[config.mk]
export PLATFORM = sky130hd
export DESIGN_NAME = ahb_apb_bridge_p
export DESIGN_NICKNAME = d
export VERILOG_FILES = /design/src/rtl/ahb_apb_pkg.sv /design/src/rtl/apb_addr_decode.sv /design/src/rtl/ahb_apb_bridge_p.sv
export SDC_FILE = /design/constraint.sdc
export NUM_CORES = 1
export LEC_CHECK = 0
export BUFFER_PORTS_ARGS = -buffer_cell sky130_fd_sc_hd__buf_2
export CAP_MARGIN = 10
export CELL_PAD_IN_SITES_DETAIL_PLACEMENT = 0
export CELL_PAD_IN_SITES_GLOBAL_PLACEMENT = 1
export CORE_ASPECT_RATIO = 1.1
export CORE_MARGIN = 4
export CORE_UTILIZATION = 34
export CTS_CLUSTER_DIAMETER = 50
export DETAILED_ROUTE_END_ITERATION = 7
export GPL_TIMING_DRIVEN = 0
export MAX_ROUTING_LAYER = met4
export PLACE_DENSITY = 0.93
export SKIP_LAST_GASP = 1
export SLEW_MARGIN = 0
export SYNTH_ARGS = -nofsm -noshare
export SYNTH_HDL_FRONTEND = slang
export SYNTH_HIERARCHICAL = 1
export SYNTH_SLANG_ARGS = --single-unit
[constraint.sdc]
create_clock -name HCLK -period 3.9 [get_ports HCLK]
set_input_delay 0.78 -clock HCLK [delete_from_list [all_inputs] [get_ports HCLK]]
set_output_delay 0.78 -clock HCLK [all_outputs]
set_load 0.005 [all_outputs]
[src/rtl/ahb_apb_pkg.sv]
// Shared AHB/APB encodings and the bridge state machine encoding.
package ahb_apb_pkg;

   localparam logic [1:0] HTRANS_IDLE   = 2'b00;
   localparam logic [1:0] HTRANS_BUSY   = 2'b01;
   localparam logic [1:0] HTRANS_NONSEQ = 2'b10;
   localparam logic [1:0] HTRANS_SEQ    = 2'b11;

   localparam logic [1:0] HRESP_OKAY    = 2'b00;
   localparam logic [1:0] HRESP_ERROR   = 2'b01;

   typedef enum logic [2:0] {
      ST_IDLE,
      ST_WDAT,
      ST_SETUP,
      ST_ACCESS,
      ST_ERR1,
      ST_ERR2
   } state_t;

endpackage

[src/rtl/apb_addr_decode.sv]
// Combinational decode of an AHB address phase: slave index, region hit,
// and whether the size/alignment pair is legal for the data bus width.
module apb_addr_decode #(
   parameter int                ADDR_W    = 32,
   parameter int                DATA_W    = 32,
   parameter int                NSLV      = 4,
   parameter logic [ADDR_W-1:0] BASE_ADDR = 32'h8000_0000,
   parameter int                SEL_LSB   = 24,
   localparam int               IDX_W     = (NSLV > 1) ? $clog2(NSLV) : 1
) (
   input  logic [ADDR_W-1:0] haddr,
   input  logic [2:0]        hsize,
   output logic [IDX_W-1:0]  idx,
   output logic              in_range,
   output logic              align_ok
);

   localparam int SIZE_MAX = $clog2(DATA_W / 8);
   // One extra bit so a region ending at the top of the address map does not wrap.
   localparam logic [ADDR_W:0] LIMIT = {1'b0, BASE_ADDR} + ((ADDR_W + 1)'(NSLV) << SEL_LSB);

   logic aligned;

   generate
      if (NSLV > 1) begin : g_multi
         assign idx = haddr[SEL_LSB +: IDX_W];
      end else begin : g_single
         assign idx = '0;
      end
   endgenerate

   always_comb begin
      case (hsize)
         3'd1:    aligned = ~haddr[0];
         3'd2:    aligned = (haddr[1:0] == 2'b00);
         3'd3:    aligned = (haddr[2:0] == 3'b000);
         default: aligned = 1'b1;
      endcase
   end

   assign in_range = (haddr >= BASE_ADDR) && ({1'b0, haddr} < LIMIT);
   assign align_ok = (hsize <= 3'(SIZE_MAX)) && aligned;

endmodule

[src/rtl/ahb_apb_bridge_p.sv]
// AHB-Lite slave to APB3 master bridge with one-hot PSEL fan-out, wait states,
// slave/decode error mapping onto a two-cycle AHB ERROR, and optional PREADY timeout.
module ahb_apb_bridge_p
   import ahb_apb_pkg::*;
#(
   parameter int                ADDR_W    = 32,
   parameter int                DATA_W    = 32,
   parameter int                NSLV      = 4,
   parameter logic [ADDR_W-1:0] BASE_ADDR = 32'h8000_0000,
   parameter int                SEL_LSB   = 24,
   parameter int                TIMEOUT   = 0
) (
   input  logic              HCLK,
   input  logic              HRESETn,
   input  logic [ADDR_W-1:0] HADDR,
   input  logic [1:0]        HTRANS,
   input  logic              HWRITE,
   input  logic [2:0]        HSIZE,
   input  logic [DATA_W-1:0] HWDATA,
   input  logic              HREADYin,
   output logic              HREADYout,
   output logic [1:0]        HRESP,
   output logic [DATA_W-1:0] HRDATA,
   output logic [ADDR_W-1:0] PADDR,
   output logic [DATA_W-1:0] PWDATA,
   output logic              PWRITE,
   output logic [NSLV-1:0]   PSEL,
   output logic              PENABLE,
   input  logic [DATA_W-1:0] PRDATA,
   input  logic              PREADY,
   input  logic              PSLVERR
);

   localparam int IDX_W = (NSLV > 1) ? $clog2(NSLV) : 1;

   state_t           state, state_nxt;
   logic [IDX_W-1:0] idx_q, idx_nxt, dec_idx;
   logic             in_range, align_ok, accept, timeout_hit;
   logic [NSLV-1:0]  psel_nxt;
   logic [15:0]      tcnt;

   apb_addr_decode #(
      .ADDR_W    (ADDR_W),
      .DATA_W    (DATA_W),
      .NSLV      (NSLV),
      .BASE_ADDR (BASE_ADDR),
      .SEL_LSB   (SEL_LSB)
   ) u_decode (
      .haddr    (HADDR),
      .hsize    (HSIZE),
      .idx      (dec_idx),
      .in_range (in_range),
      .align_ok (align_ok)
   );

   assign accept = HREADYin && (HTRANS == HTRANS_NONSEQ || HTRANS == HTRANS_SEQ) &&
                   (state == ST_IDLE || state == ST_ERR2);

   // Fires on the TIMEOUT-th consecutive PREADY-low cycle of ACCESS.
   assign timeout_hit = (TIMEOUT != 0) && !PREADY && (tcnt == 16'(TIMEOUT - 1));

   always_comb begin
      state_nxt = state;
      idx_nxt   = idx_q;
      psel_nxt  = '0;
      case (state)
         ST_IDLE, ST_ERR2: begin
            state_nxt = ST_IDLE;
            if (accept) begin
               idx_nxt = dec_idx;
               if (!(in_range && align_ok)) state_nxt = ST_ERR1;
               else if (HWRITE)             state_nxt = ST_WDAT;
               else                         state_nxt = ST_SETUP;
            end
         end
         ST_WDAT:  state_nxt = ST_SETUP;
         ST_SETUP: state_nxt = ST_ACCESS;
         ST_ACCESS: begin
            if (PREADY)           state_nxt = PSLVERR ? ST_ERR1 : ST_IDLE;
            else if (timeout_hit) state_nxt = ST_ERR1;
         end
         ST_ERR1:  state_nxt = ST_ERR2;
         default:  state_nxt = ST_IDLE;
      endcase
      for (int i = 0; i < NSLV; i++) begin
         psel_nxt[i] = (state_nxt == ST_SETUP || state_nxt == ST_ACCESS) &&
                       (idx_nxt == IDX_W'(i));
      end
   end

   always_ff @(posedge HCLK) begin
      if (!HRESETn) begin
         state     <= ST_IDLE;
         HREADYout <= 1'b1;
         HRESP     <= HRESP_OKAY;
         PSEL      <= '0;
         PENABLE   <= 1'b0;
      end else begin
         state     <= state_nxt;
         HREADYout <= (state_nxt == ST_IDLE) || (state_nxt == ST_ERR2);
         HRESP     <= (state_nxt == ST_ERR1 || state_nxt == ST_ERR2) ? HRESP_ERROR : HRESP_OKAY;
         PSEL      <= psel_nxt;
         PENABLE   <= (state_nxt == ST_ACCESS);
      end
   end

   // Capture registers: APB address/control only move for transfers that reach the bus.
   always_ff @(posedge HCLK) begin
      if (!HRESETn) begin
         idx_q  <= '0;
         PADDR  <= '0;
         PWRITE <= 1'b0;
         PWDATA <= '0;
         HRDATA <= '0;
         tcnt   <= '0;
      end else begin
         if (accept) idx_q <= dec_idx;
         if (accept && in_range && align_ok) begin
            PADDR  <= HADDR;
            PWRITE <= HWRITE;
         end
         if (state == ST_WDAT) PWDATA <= HWDATA;
         if (state == ST_ACCESS && PREADY && !PSLVERR && !PWRITE) HRDATA <= PRDATA;
         if (state != ST_ACCESS) tcnt <= '0;
         else if (!PREADY)       tcnt <= tcnt + 16'd1;
      end
   end

endmodule

# Yosys cells after proc, flatten, opt, wreduce, memory -nomap -nowiden
# Cells that the tools add are included.
# op_classes
n_addsub	0
mul	0
div	0
magnitude_cmp	3
eq_ne	17
shift	0
n_mux	10
bitwise	1
n_reduce_logical	27
# op_table
operator	n
32-bit greater-or-equal comparator, second input constant	1
32-bit less-than comparator, second input constant	1
3-bit by 2-bit == test with 1-bit output, second input constant	6
3-bit case mux with 5 select lines	1
1-bit logical AND	14
3-bit == test, second input constant	4
3-bit 2-to-1 mux	4
3-bit logical NOT	3
2-bit == test, second input constant	4
3-bit by 1-bit == test with 1-bit output, second input constant	2
2-bit 2-to-1 mux	3
1-bit logical OR	5
2-bit logical NOT	2
3-bit by 2-bit less-or-equal comparator with 1-bit output, second input constant	1
1-bit case mux with 3 select lines	1
2-bit by 1-bit == test with 1-bit output, second input constant	1
1-bit logical NOT	2
2-bit OR reduction	1
1-bit 2-to-1 mux	1
1-bit NOT	1
# word_totals
regBits	110
latch_bits	0
mem_bits_rw	0
mem_bits_ro	0
input_bits	107
n_memories	0

# Longest topological paths before layout
# Gate-level depths: netlist (run 1).
# depth
word_depth	10
ltp_mapped	8
mapped_depth_nobuf	6

# Hierarchy
# Netlist (run 1), hierarchy kept.
# modules_own_cells
module	instances	cells_each	area_each_um2	seq_area_each_um2
ahb_apb_bridge_p	1	479	4152.7	2182.1
apb_addr_decode	1	7	53.8	0.0

# Worst setup path after synthesis (run 1)
# OpenSTA, ideal clock, no wires.
# synth_path
path_type	input to register
startpoint	input port HADDR[28]
endpoint	register PADDR[0]
setup_time_ps	122
t_arrival_ps	2242
slack_ps	1536
path_stages	8
n_path_buf	2
path_cell_list	or4b_1 nor3_2 nand2_1 or3_1 buf_2 buf_2 nand2_1 a21boi_0
# synth_between
elab_chain_len	4
word_cells_on_any_way	5
classes_between	2 x order compare; 3 x reduce/logical
# synth_rtl
item	line_no	source
start, declared	ahb_apb_bridge_p.sv:15	input logic [ADDR_W-1:0] HADDR,
32-bit greater-or-equal comparator / 32-bit less-than comparator (equally long branches)	apb_addr_decode.sv:41	assign in_range = (haddr >= BASE_ADDR) && ({1'b0, haddr} < LIMIT);
1-bit logical AND (*)	apb_addr_decode.sv:41	
named net in_range	ahb_apb_bridge_p.sv:38	logic in_range, align_ok, accept, timeout_hit;
1-bit logical AND (*) (2 in series)	ahb_apb_bridge_p.sv:118	if (accept && in_range && align_ok) begin
end signal, assigned	ahb_apb_bridge_p.sv:111	PADDR <= '0;
end signal, assigned	ahb_apb_bridge_p.sv:119	PADDR <= HADDR;
end, declared	ahb_apb_bridge_p.sv:24	output logic [ADDR_W-1:0] PADDR,
# Mark *: on every way through the listed nets, which the timed path passes. The rest lies on a longest branch.
# A chain may end at the register's enable or synchronous reset.

# Worst setup path after layout (run 1)
# layout_path
startpoint	input port HADDR[28]
endpoint	register PADDR[20]
# Same word-level chain as after synthesis.

==> results of run 1 <==
-- power by group through the flow --
stage          clock [mW]  combinational, mW  sequential (mW)
6_report            0.977              0.237             1.16
5_1_grt              1.06              0.266             1.17
4_1_cts              1.01              0.240             1.16
3_5_place_dp            0              0.239             1.19
3_3_place_gp            0              0.234             1.19
2_1_floorplan           0              0.120             1.19
-- placed cells by master (no fill, tap or decap), types with 2 or more instances in the layout --
cell type	instances
nor3_1	2
buf_6	2
bufinv_16	2
clkbuf_16	9
nor3_2	4
and2_1	3
dfxtp_1	109
a21boi_0	85
clkbuf_1	21
nand2_1	196
nor3b_1	2
mux2i_1	2
buf_4	3
a21boi_1	15
o21ai_0	2
or3_1	3
mux2_4	2
buf_2	220
clkinv_4	2
nor2_1	4
nor2b_1	2
-- kinds of logic after synthesis --
logic type	synth area share
and+or+nand+nor	0.223
DFF	0.519
AOI/OAI and AO/OA	0.198
buffers and inverters	0.0434
muxes	0.0119
xor gates and xnor gates	0.00387
other	0.000891
-- area by class of cell --
class / count / share of cell area
Buffer: 37 / 0.0310
Clock buffer: 9 / 0.0390
Clock inverter: 7 / 0.0171
Inverter: 1 / 0.000651
Multi-Input combinational cell: 339 / 0.319
Sequential cell: 109 / 0.378
Tap cell: 154 / 0.0334
Timing Repair Buffer: 209 / 0.181
-- routing by layer --
metal / wire, um / up-vias / GRT usage
met1: 4810 / 1806 / 0.189
met2: 5940 / 143 / 0.290
met5: 0 / - / -
met3: 859 / 24 / 0.0389
li1: - / 2015 / -
met4: 280 / 0 / 0.0664
-- final timing paths --
path | start | slack, ns | end
min reg2reg | PADDR[14] | 0.46 | PADDR[14]
min | PADDR[14] | 0.46 | PADDR[14]
max reg2reg | state[0] | 2.11 | PWDATA[4]
max | HADDR[28] | 1.47 | PADDR[20]
-- through the flow --
step / power, mW / hold WS [ns] / instance area, um^2
2_1_floorplan: 1.31 / 0.451 / 4210
3_3_place_gp: 1.42 / 0.441 / 5450
3_5_place_dp: 1.43 / 0.450 / 5450
4_1_cts: 2.42 / 0.459 / 5770
5_1_grt: 2.49 / 0.475 / 5770
6_report: 2.38 / 0.457 / 5770
-- worst max-delay path: stages --
cell and delay (ns):
buf_2 0.10, or4b_1 0.53, nor3_2 0.18, nand2_1 0.12, nor3_2 0.40, buf_2 0.31, nand2_1 0.08, a21boi_0 0.19
-- flip-flops by register name, indices dropped and copies added (netlist names) --
name       cells
HRDATA        32
HREADYout      1
HRESP          1
PADDR         32
PENABLE        1
PSEL           4
PWDATA        32
PWRITE         1
idx_q          2
state          3
==> metrics.yaml, run 1 <==
global_routing:
  grt_pass1_wl_um: 19100
  antenna_found_initial: 0
  overflow: 0
  grtUsageTotal: 0.169
  grt_pass1_vias: 4086
  grt_max_degree: 19
synth:
  yosys-top-cells-count: "nand2_1, dfxtp_1, a21boi_0"
  syn_inst: 486
  synth_most_common_cell: "nand2_1"
  synth-main-ff-cell: "dfxtp_1"
  synth_nets: 593
  async_flop_share: 0
  ys_warn_count: 6
  synth_cell_types: 36
  syn_area_per_cell_um2: 8.66
  yosysSeqAreaShare: 0.519
  synth_area_leaders: "dfxtp_1, nand2_1, a21boi_0, a21boi_1, clkbuf_1"
  synth_edf_count: 0
  ys_ff_latch: 109
  yosysTopAreaCell: "dfxtp_1"
  synth.top_cell.area_share: 0.519
  synth_area_um2: 4210
floorplanning:
  initial_core_util: 0.348
  die_y_um: 125
  num_rows: 42
  die_w_um: 114
  die_area_um2: 14200
  io_pins: 212
  fp.coreArea_um2: 12100
cells_and_area:
  areaGrowthSynthToFinish_pct: 37.2
  final-seq-area_um2: 2180
  stdcell_count: 865
  n_antenna_cell: 0
  final_nets: 813
  fin_util: 0.477
  fillCellCount: 1216
  multi_input_area_um2: 1840
  drive_above_1_share: 0.353
setup_path:
  cp.required_ns: 4.15
  path_class: "in -> reg"
  cp_max_fo: 10
  end_kind: "register"
  cp.arrival_ns: 2.68
  r2r_cells: 5
  cp-start-kind: "primary input"
timing:
  max_slew_margin: 0.574
  slew_viol_final: 0
  hold_viol: 0
  period_share: 0.623
  fin_crit_ns: 2.43
  tightest_slew_ns: 0.637
  fin_setup_tns_ns: 0
  fin_ws_ns: 1.47
  timing.fmax_ghz: 0.412
  setup_viol: 0
  finClkSkew_ns: 0.00526
  rsz0062_at_grt: "false"
clock_network:
  ctsHoldBuffers: 0
  ctsLongestPathBuffers: 2
  root_buffer: "clkbuf_16"
  post_cts_buffers: 0
  worstSkewPairLatency_ns: 0.34
  cts_num_sinks: 109
  cts_buffers: 9
  cts_max_level: 3
  cts.clk_slew.worst_paths_ns: 0.07
  cts.repair.resized: 0
  tritoncts: "done"
power_and_ir_drop:
  p_switching_mw: 0.550
  p_per_area_nw_per_um2: 412
  switching_share: 0.231
  p_int_mw: 1.83
  power.leakage_nw: 2.55
  pwr-share-comb: 0.100
  peakVddDrop_mv: 0.222
  power_frac_clock: 0.411
  pwr-share-seq: 0.489
min_path:
  holdPathStages: 2
  hold_class: "reg -> reg"
routing:
  ant_nets: 0
  viasPerCell: 4.61
  vias: 3988
  wl_um: 11900
  wire_per_inst_um: 13.7
  drc: 0
  drtIter0Drc: 158
  drtPass1Iterations: 4
place:
  dpl.cell_count: 849
  gp_congestion: 0.814
  io_buffers: 209
  place_hpwl_um: 9450
  post-place-ws_ns: 1.12
run_status:
  outcome: "complete, no violations"
run:
  max_cap_viol_count: 0
No activity file was read; power rests on OpenSTA's default activity.
==> run 2: changes to the inputs <==
Settings changed: ABC_AREA set to 1, CORE_UTILIZATION 34 to 31, PLACE_DENSITY 0.93 to 0.88.
Clock period 3.9 ns to 2.25 ns, I/O delays scaled along.
==> run 2 against run 1 <==
Sequential cell count unchanged. Wire length increased by 3.7%. Final cell count increased by 4.0%. Design area decreased by 2.0%. Critical endpoint is now PADDR[30].
==> metrics.yaml, run 2 <==
run_status:
  outcome: "complete, no violations"
routing:
  wl_um: 12300  # +3.7%
  drtIter0Drc: 184  # +16%
  drtPass1Iterations: 4  # unchanged
  drc: 0  # unchanged
  wire_per_inst_um: 13.7  # -0.35%
  vias: 4206  # +5.5%
  ant_nets: 0  # unchanged
  viasPerCell: 4.67  # +1.4%
synth:
  synth_compound_area_frac: 0.130  # -0.0678
  synthAdderAreaFrac: 0  # unchanged
  synth_top_family_by_area: "simple AND/OR/NAND/NOR gates"
  synth-main-ff-cell: "dfxtp_1"
  synth-xor-area-share: 0  # -0.00387
  syn_inst: 519  # +6.8%
  yosys.area_share.simple: 0.267  # +0.0436
  ys_ff_latch: 109  # unchanged
  yosysTopAreaCell: "dfxtp_1"
  synth_most_common_cell: "dfxtp_1"
  async_flop_share: 0  # unchanged
  yosysSeqAreaShare: 0.531  # +0.0122
  synth_area_leaders: "dfxtp_1, a21oi_1, nand2_1, nor2_1, nand4_1"
  synth.top_cell.area_share: 0.531  # +0.0122
  synth_cell_types: 23  # -36%
  syn_area_per_cell_um2: 7.92  # -8.5%
  ys_warn_count: 6  # unchanged
  synth_area_um2: 4110  # -2.3%
  synth_nets: 626  # +5.6%
  yosys-top-cells-count: "dfxtp_1, nand2_1, nor2_1"
  synth_edf_count: 0  # unchanged
  synthMuxAreaShare: 0  # -0.0119
place:
  dpl.cell_count: 884  # +4.1%
  io_buffers: 208  # -0.48%
  gp_congestion: 0.812  # -0.34%
  place_hpwl_um: 9270  # -1.9%
  post-place-ws_ns: 0.381  # -0.740 ns
timing:
  period_share: 0.682
  max_slew_margin: 0.642  # +0.0679
  timing.fmax_ghz: 0.652
  finClkSkew_ns: 0.00551  # +0.000251 ns
  fin_setup_tns_ns: 0  # unchanged
  fin_crit_ns: 1.53
  slew_viol_final: 0  # unchanged
  tightest_slew_ns: 0.537  # -0.100 ns
  rsz0062_at_grt: "false"
  hold_viol: 0  # unchanged
  fin_ws_ns: 0.715  # -0.756 ns
  setup_viol: 0  # unchanged
power_and_ir_drop:
  power.leakage_nw: 2.66  # +4.2%
  power_frac_clock: 0.397  # -0.014
  power.total_mw: 4.13  # +74%
  p_int_mw: 3.07  # +68%
  pwr-share-seq: 0.493  # +0.004
  p_switching_mw: 1.06  # +92%
  pwr-share-comb: 0.110  # +0.010
  peakVddDrop_mv: 0.405  # +82%
  switching_share: 0.256  # +0.0248
  p_per_area_nw_per_um2: 731  # +77%
clock_network:
  cts_buffers: 9  # unchanged
  ctsHoldBuffers: 0  # unchanged
  ctsLongestPathBuffers: 2  # unchanged
  cts_max_level: 3  # unchanged
  cts.repair.resized: 0  # unchanged
  root_buffer: "clkbuf_16"
  post_cts_buffers: 0  # unchanged
  tritoncts: "done"
  cts.clk_slew.worst_paths_ns: 0.08  # about the same
  cts_num_sinks: 109  # unchanged
  worstSkewPairLatency_ns: 0.34  # about the same
cells_and_area:
  stdcell_count: 900  # +4.0%
  areaGrowthSynthToFinish_pct: 37.5
  final-seq-area_um2: 2180  # unchanged
  final_common_cell: "buf_2"
  final_cell_mix: "buf_2, dfxtp_1, nand2_1"
  fin_util: 0.441  # -0.0359
  drive_above_1_share: 0.347  # -0.00578
  final_nets: 845  # +3.9%
  reg_top3: "HRDATA (32), PADDR (32), PWDATA (32)"
  multi_input_area_um2: 1640  # -11%
  fillCellCount: 1344  # +11%
  n_antenna_cell: 0  # unchanged
run:
  max_cap_viol_count: 0  # unchanged
global_routing:
  grtUsageTotal: 0.164  # -0.00499
  grt_pass1_vias: 4117  # +0.76%
  antenna_found_initial: 0  # unchanged
  grt_max_degree: 20  # +1
  overflow: 0  # unchanged
  grt_pass1_wl_um: 19900  # +4.3%
setup_path:
  cp.arrival_ns: 1.75  # -0.93 ns
  path_class: "reg -> reg"
  cp-start-kind: "register"
  cp_max_fo: 10  # unchanged
  end_kind: "register"
  cp.required_ns: 2.46  # -1.69 ns
min_path:
  hold_class: "in -> reg"
floorplanning:
  io_pins: 212  # unchanged
  num_rows: 43  # +2.4%
  die_y_um: 129  # +3.3%
  die_w_um: 118  # +3.3%
  initial_core_util: 0.321  # -0.0270
  fp.coreArea_um2: 12800  # +5.9%
  die_area_um2: 15200  # +6.7%
run 2: cell type report:
cell class              count  share of cell area
clock inverters             7              0.0142
clock buffers               9              0.0398
repair buffers            208               0.184
flip-flops and latches    109               0.386
plain buffers              43              0.0418
multi-input cells         352               0.289
inverters                  15             0.00996
well taps                 157              0.0347
run 2: metrics by stage:
stage	cell area [um^2]	hold slack (ns)
after CTS	5650	0.302
after floorplan	4110	0.455
after global placement	5350	0.444
final	5650	0.320
after global routing	5650	0.313
after detailed placement	5350	0.449
run 2: cell families (layout without fill, tap and decap cells):
group	count (synthesis)	after routing
and+or+nand+nor	245	245
DFF	109	109
AOI/OAI and AO/OA	106	106
buffers and inverters	58	282
other	1	1
run 2: critical path, cell delays in order, from the launching register on:
cell     delay [ns]
dfxtp_1        0.38
inv_1          0.09
nand2_2        0.10
nand3_2        0.11
nor2_4         0.24
nand3_4        0.17
buf_6          0.18
nand2_1        0.06
a21oi_1        0.06
run 2: power by group through the flow:
stage | Combinational (mW) | Clock, mW | Sequential [mW]
floorplan | 0.226 | 0 | 2.09
global placement | 0.461 | 0 | 2.08
detailed placement | 0.460 | 0 | 2.08
CTS | 0.461 | 1.69 | 2.04
global route | 0.521 | 1.77 | 2.05
finish | 0.454 | 1.64 | 2.04
run 2: final timing paths:
path | start | end | slack [ns] | depth (start not counted)
setup / recovery | state[2] | PADDR[30] | 0.72 | 8
hold / removal | HWDATA[10] | PWDATA[10] | 0.32 | 3
setup reg to reg | state[2] | PADDR[30] | 0.72 | 8
hold reg to reg | PADDR[17] | PADDR[17] | 0.46 | 2
run 2: per-layer routing:
metal / GRT usage / share of wire / vias up / wire length [um]
met4: 0.0731 / 0.020 / 0 / 252
met3: 0.0382 / 0.059 / 19 / 726
met5: - / 0 / - / 0
met2: 0.260 / 0.47 / 141 / 5780
met1: 0.201 / 0.45 / 1887 / 5560
li1: - / - / 2159 / -
==> run 3: changes to the inputs <==
Settings changed: ABC_AREA 1 to 0, CORE_UTILIZATION 31 to 32.
Clock period 2.25 ns to 1.6 ns, I/O delays scaled along.
==> run 3 against run 2 <==
The run now ends with negative setup slack left. Clock-buffer cell count increased by 2. Critical path depth increased by 1. Clock skew increased by 0.0044 ns. Sequential cell count unchanged. First-iteration DRC count decreased by 29%. Hold slack got worse by 0.11 ns. Combinational power increased by 44%. Largest power group unchanged. Highest routed layer unchanged.
==> metrics.yaml, run 3 (synthesis gave the netlist of run 1 again) <==
setup_path:
  path_buf_inv: 3  # +1
  slowest_delay_ns: 0.56  # +0.18 ns
  end_kind: "register"
  cp-start-kind: "primary input"
  cp_max_fo: 5  # -5
  cp.required_ns: 1.84  # -0.62 ns
  path_class: "in -> reg"
  crit_family: "simple AND/OR/NAND/NOR gates"
  worstPathCellList: "buf_6 > or4b_4 > nor3_4 > nand2_2 > or3_4 > buf_8 > buf_8 > nand2_2 > a21boi_1"
  path_depth: 9  # +1
  cp_slowest_cell: "or4b_4"
  cp.arrival_ns: 1.98  # +0.23 ns
  r2r_slack_ns: -0.03  # -0.75 ns
  r2r_cells: 5  # -3
floorplanning:
  fp.coreArea_um2: 12800  # -0.42%
  num_rows: 43  # unchanged
  io_pins: 212  # unchanged
  die_area_um2: 15000  # -0.80%
  initial_core_util: 0.330  # +0.00891
  die_w_um: 117  # -0.40%
  die_y_um: 128  # -0.40%
global_routing:
  antenna_found_initial: 0  # unchanged
  grtUsageTotal: 0.174  # +0.0100
  grt_pass1_vias: 4158  # +1.0%
  grt_max_degree: 18  # -10%
  overflow: 0  # unchanged
  grt_pass1_wl_um: 20600  # +3.3%
timing:
  finClkSkew_ns: 0.00993  # +0.00442 ns
  period_share: 1.09
  max_slew_margin: 0.582  # -0.0606
  fin_crit_ns: 1.74
  rsz0062_at_grt: "true"
  setup_viol: 43  # +43
  fin_ws_ns: -0.141  # -0.856 ns
  slew_viol_final: 0  # unchanged
  hold_viol: 0  # unchanged
  hold_ws_ns: 0.205  # -0.115 ns
  tightest_slew_ns: 0.626  # +0.0895 ns
  timing.fmax_ghz: 0.575
routing:
  drtIter0Drc: 130  # -29%
  wire_per_inst_um: 14.8  # +7.8%
  drc: 0  # unchanged
  vias: 4075  # -3.1%
  ant_nets: 0  # unchanged
  wl_um: 13000  # +5.8%
  drtPass1Iterations: 6  # +2
  viasPerCell: 4.61  # -1.2%
clock_network:
  cts_buffers: 9  # unchanged
  cts_max_level: 3  # unchanged
  ctsHoldBuffers: 0  # unchanged
  ctsLongestPathBuffers: 2  # unchanged
  cts_num_sinks: 109  # unchanged
  root_buffer: "clkbuf_16"
  tritoncts: "done"
  cts.clk_slew.worst_paths_ns: 0.07  # about the same
  worstSkewPairLatency_ns: 0.35  # about the same
power_and_ir_drop:
  peakVddDrop_mv: 0.451  # +11%
  p_per_area_nw_per_um2: 948  # +30%
  power.total_mw: 5.96  # +44%
  power.leakage_nw: 2.75  # +3.3%
min_path:
  holdPathStages: 3  # unchanged
  hold_class: "in -> reg"
place:
  post-place-ws_ns: -0.751  # -1.13 ns
  place_hpwl_um: 9690  # +4.6%
  io_buffers: 209  # +0.48%
  gp_congestion: 0.799  # -1.5%
cells_and_area:
  final_common_cell: "buf_2"
  n_antenna_cell: 0  # unchanged
  final_cell_mix: "buf_2, nand2_1, dfxtp_1"
  drive_above_1_share: 0.455  # +0.107
  areaGrowthSynthToFinish_pct: 49.4
  reg_top3: "HRDATA (32), PADDR (32), PWDATA (32)"
  final_nets: 828  # -2.0%
run_status:
  outcome: "complete, but fails checks"
  violations: "negative setup slack"
run:
  max_cap_viol_count: 0  # unchanged
==> run 3: cell types whose count changed in the layout (fill, tap and decap cells not counted), moves of 12 or more <==
| cell | delta |
|---|---|
| inv_1 | -12 |
| nand2_2 | +23 |
| nor2_1 | -80 |
| a21boi_2 | +12 |
| nand2_1 | +79 |
| a21oi_1 | -70 |
| nand4_1 | -31 |
| o21ai_0 | -23 |
| a21boi_1 | +22 |
| nand3_1 | -36 |
| a21boi_0 | +66 |
==> run 3: timing repair <==
item,CTS,global route
endpoints found under the setup margin,103,103
setup buffers,8,4
gates cloned,5,0
pin swaps,47,16
resized for setup,84,47
endpoints found under the hold margin,0,0
==> run 3: final timing paths <==
kind | startpoint | endpoint
worst max-delay path | HADDR[28] | PADDR[1]
worst min-delay path | HADDR[10] | PADDR[10]
worst max register to register | state[1] | HRDATA[16]
worst min register to register | PADDR[23] | PADDR[23]
==> run 3: through the flow <==
step	utilization	setup TNS, ns	cell area, um^2	std cells
after floorplan	-	-9.21	4210	486
after global placement	0.428	-33.57	5460	852
after detailed placement	0.428	-37.96	5460	852
after CTS	0.478	-5.18	6090	879
after global routing	0.493	-10.49	6280	883
final	0.493	-3.89	6280	883
==> run 3: area by class of cell <==
cell class	count	area, um^2
inverters	1	3.75
plain buffers	35	249
multi-input cells	339	2080
repair buffers	226	1230
well taps	157	196
clock buffers	11	253
clock inverters	5	82.6
flip-flops and latches	109	2190
fillers	1237	6470
==> run 3: where the power goes <==
part	internal, mW	switching [mW]	leakage, nW	total [mW]
Combinational	0.337	0.319	1.71	0.656
Sequential	2.79	0.0498	0.881	2.84
Clock	1.46	1.00	0.154	2.46
==> run 3: layer usage <==
layer | wire length (um) | global-route usage | share of wire
met3 | 693 | 0.0371 | 0.053
met4 | 176 | 0.0580 | 0.014
met5 | 0 | - | 0
met1 | 5140 | 0.193 | 0.39
met2 | 7020 | 0.314 | 0.54
==> run 3: tightest hold or removal path: stages <==
cell and delay, ns:
buf_2 0.09, nand2_1 0.04, a21boi_1 0.05
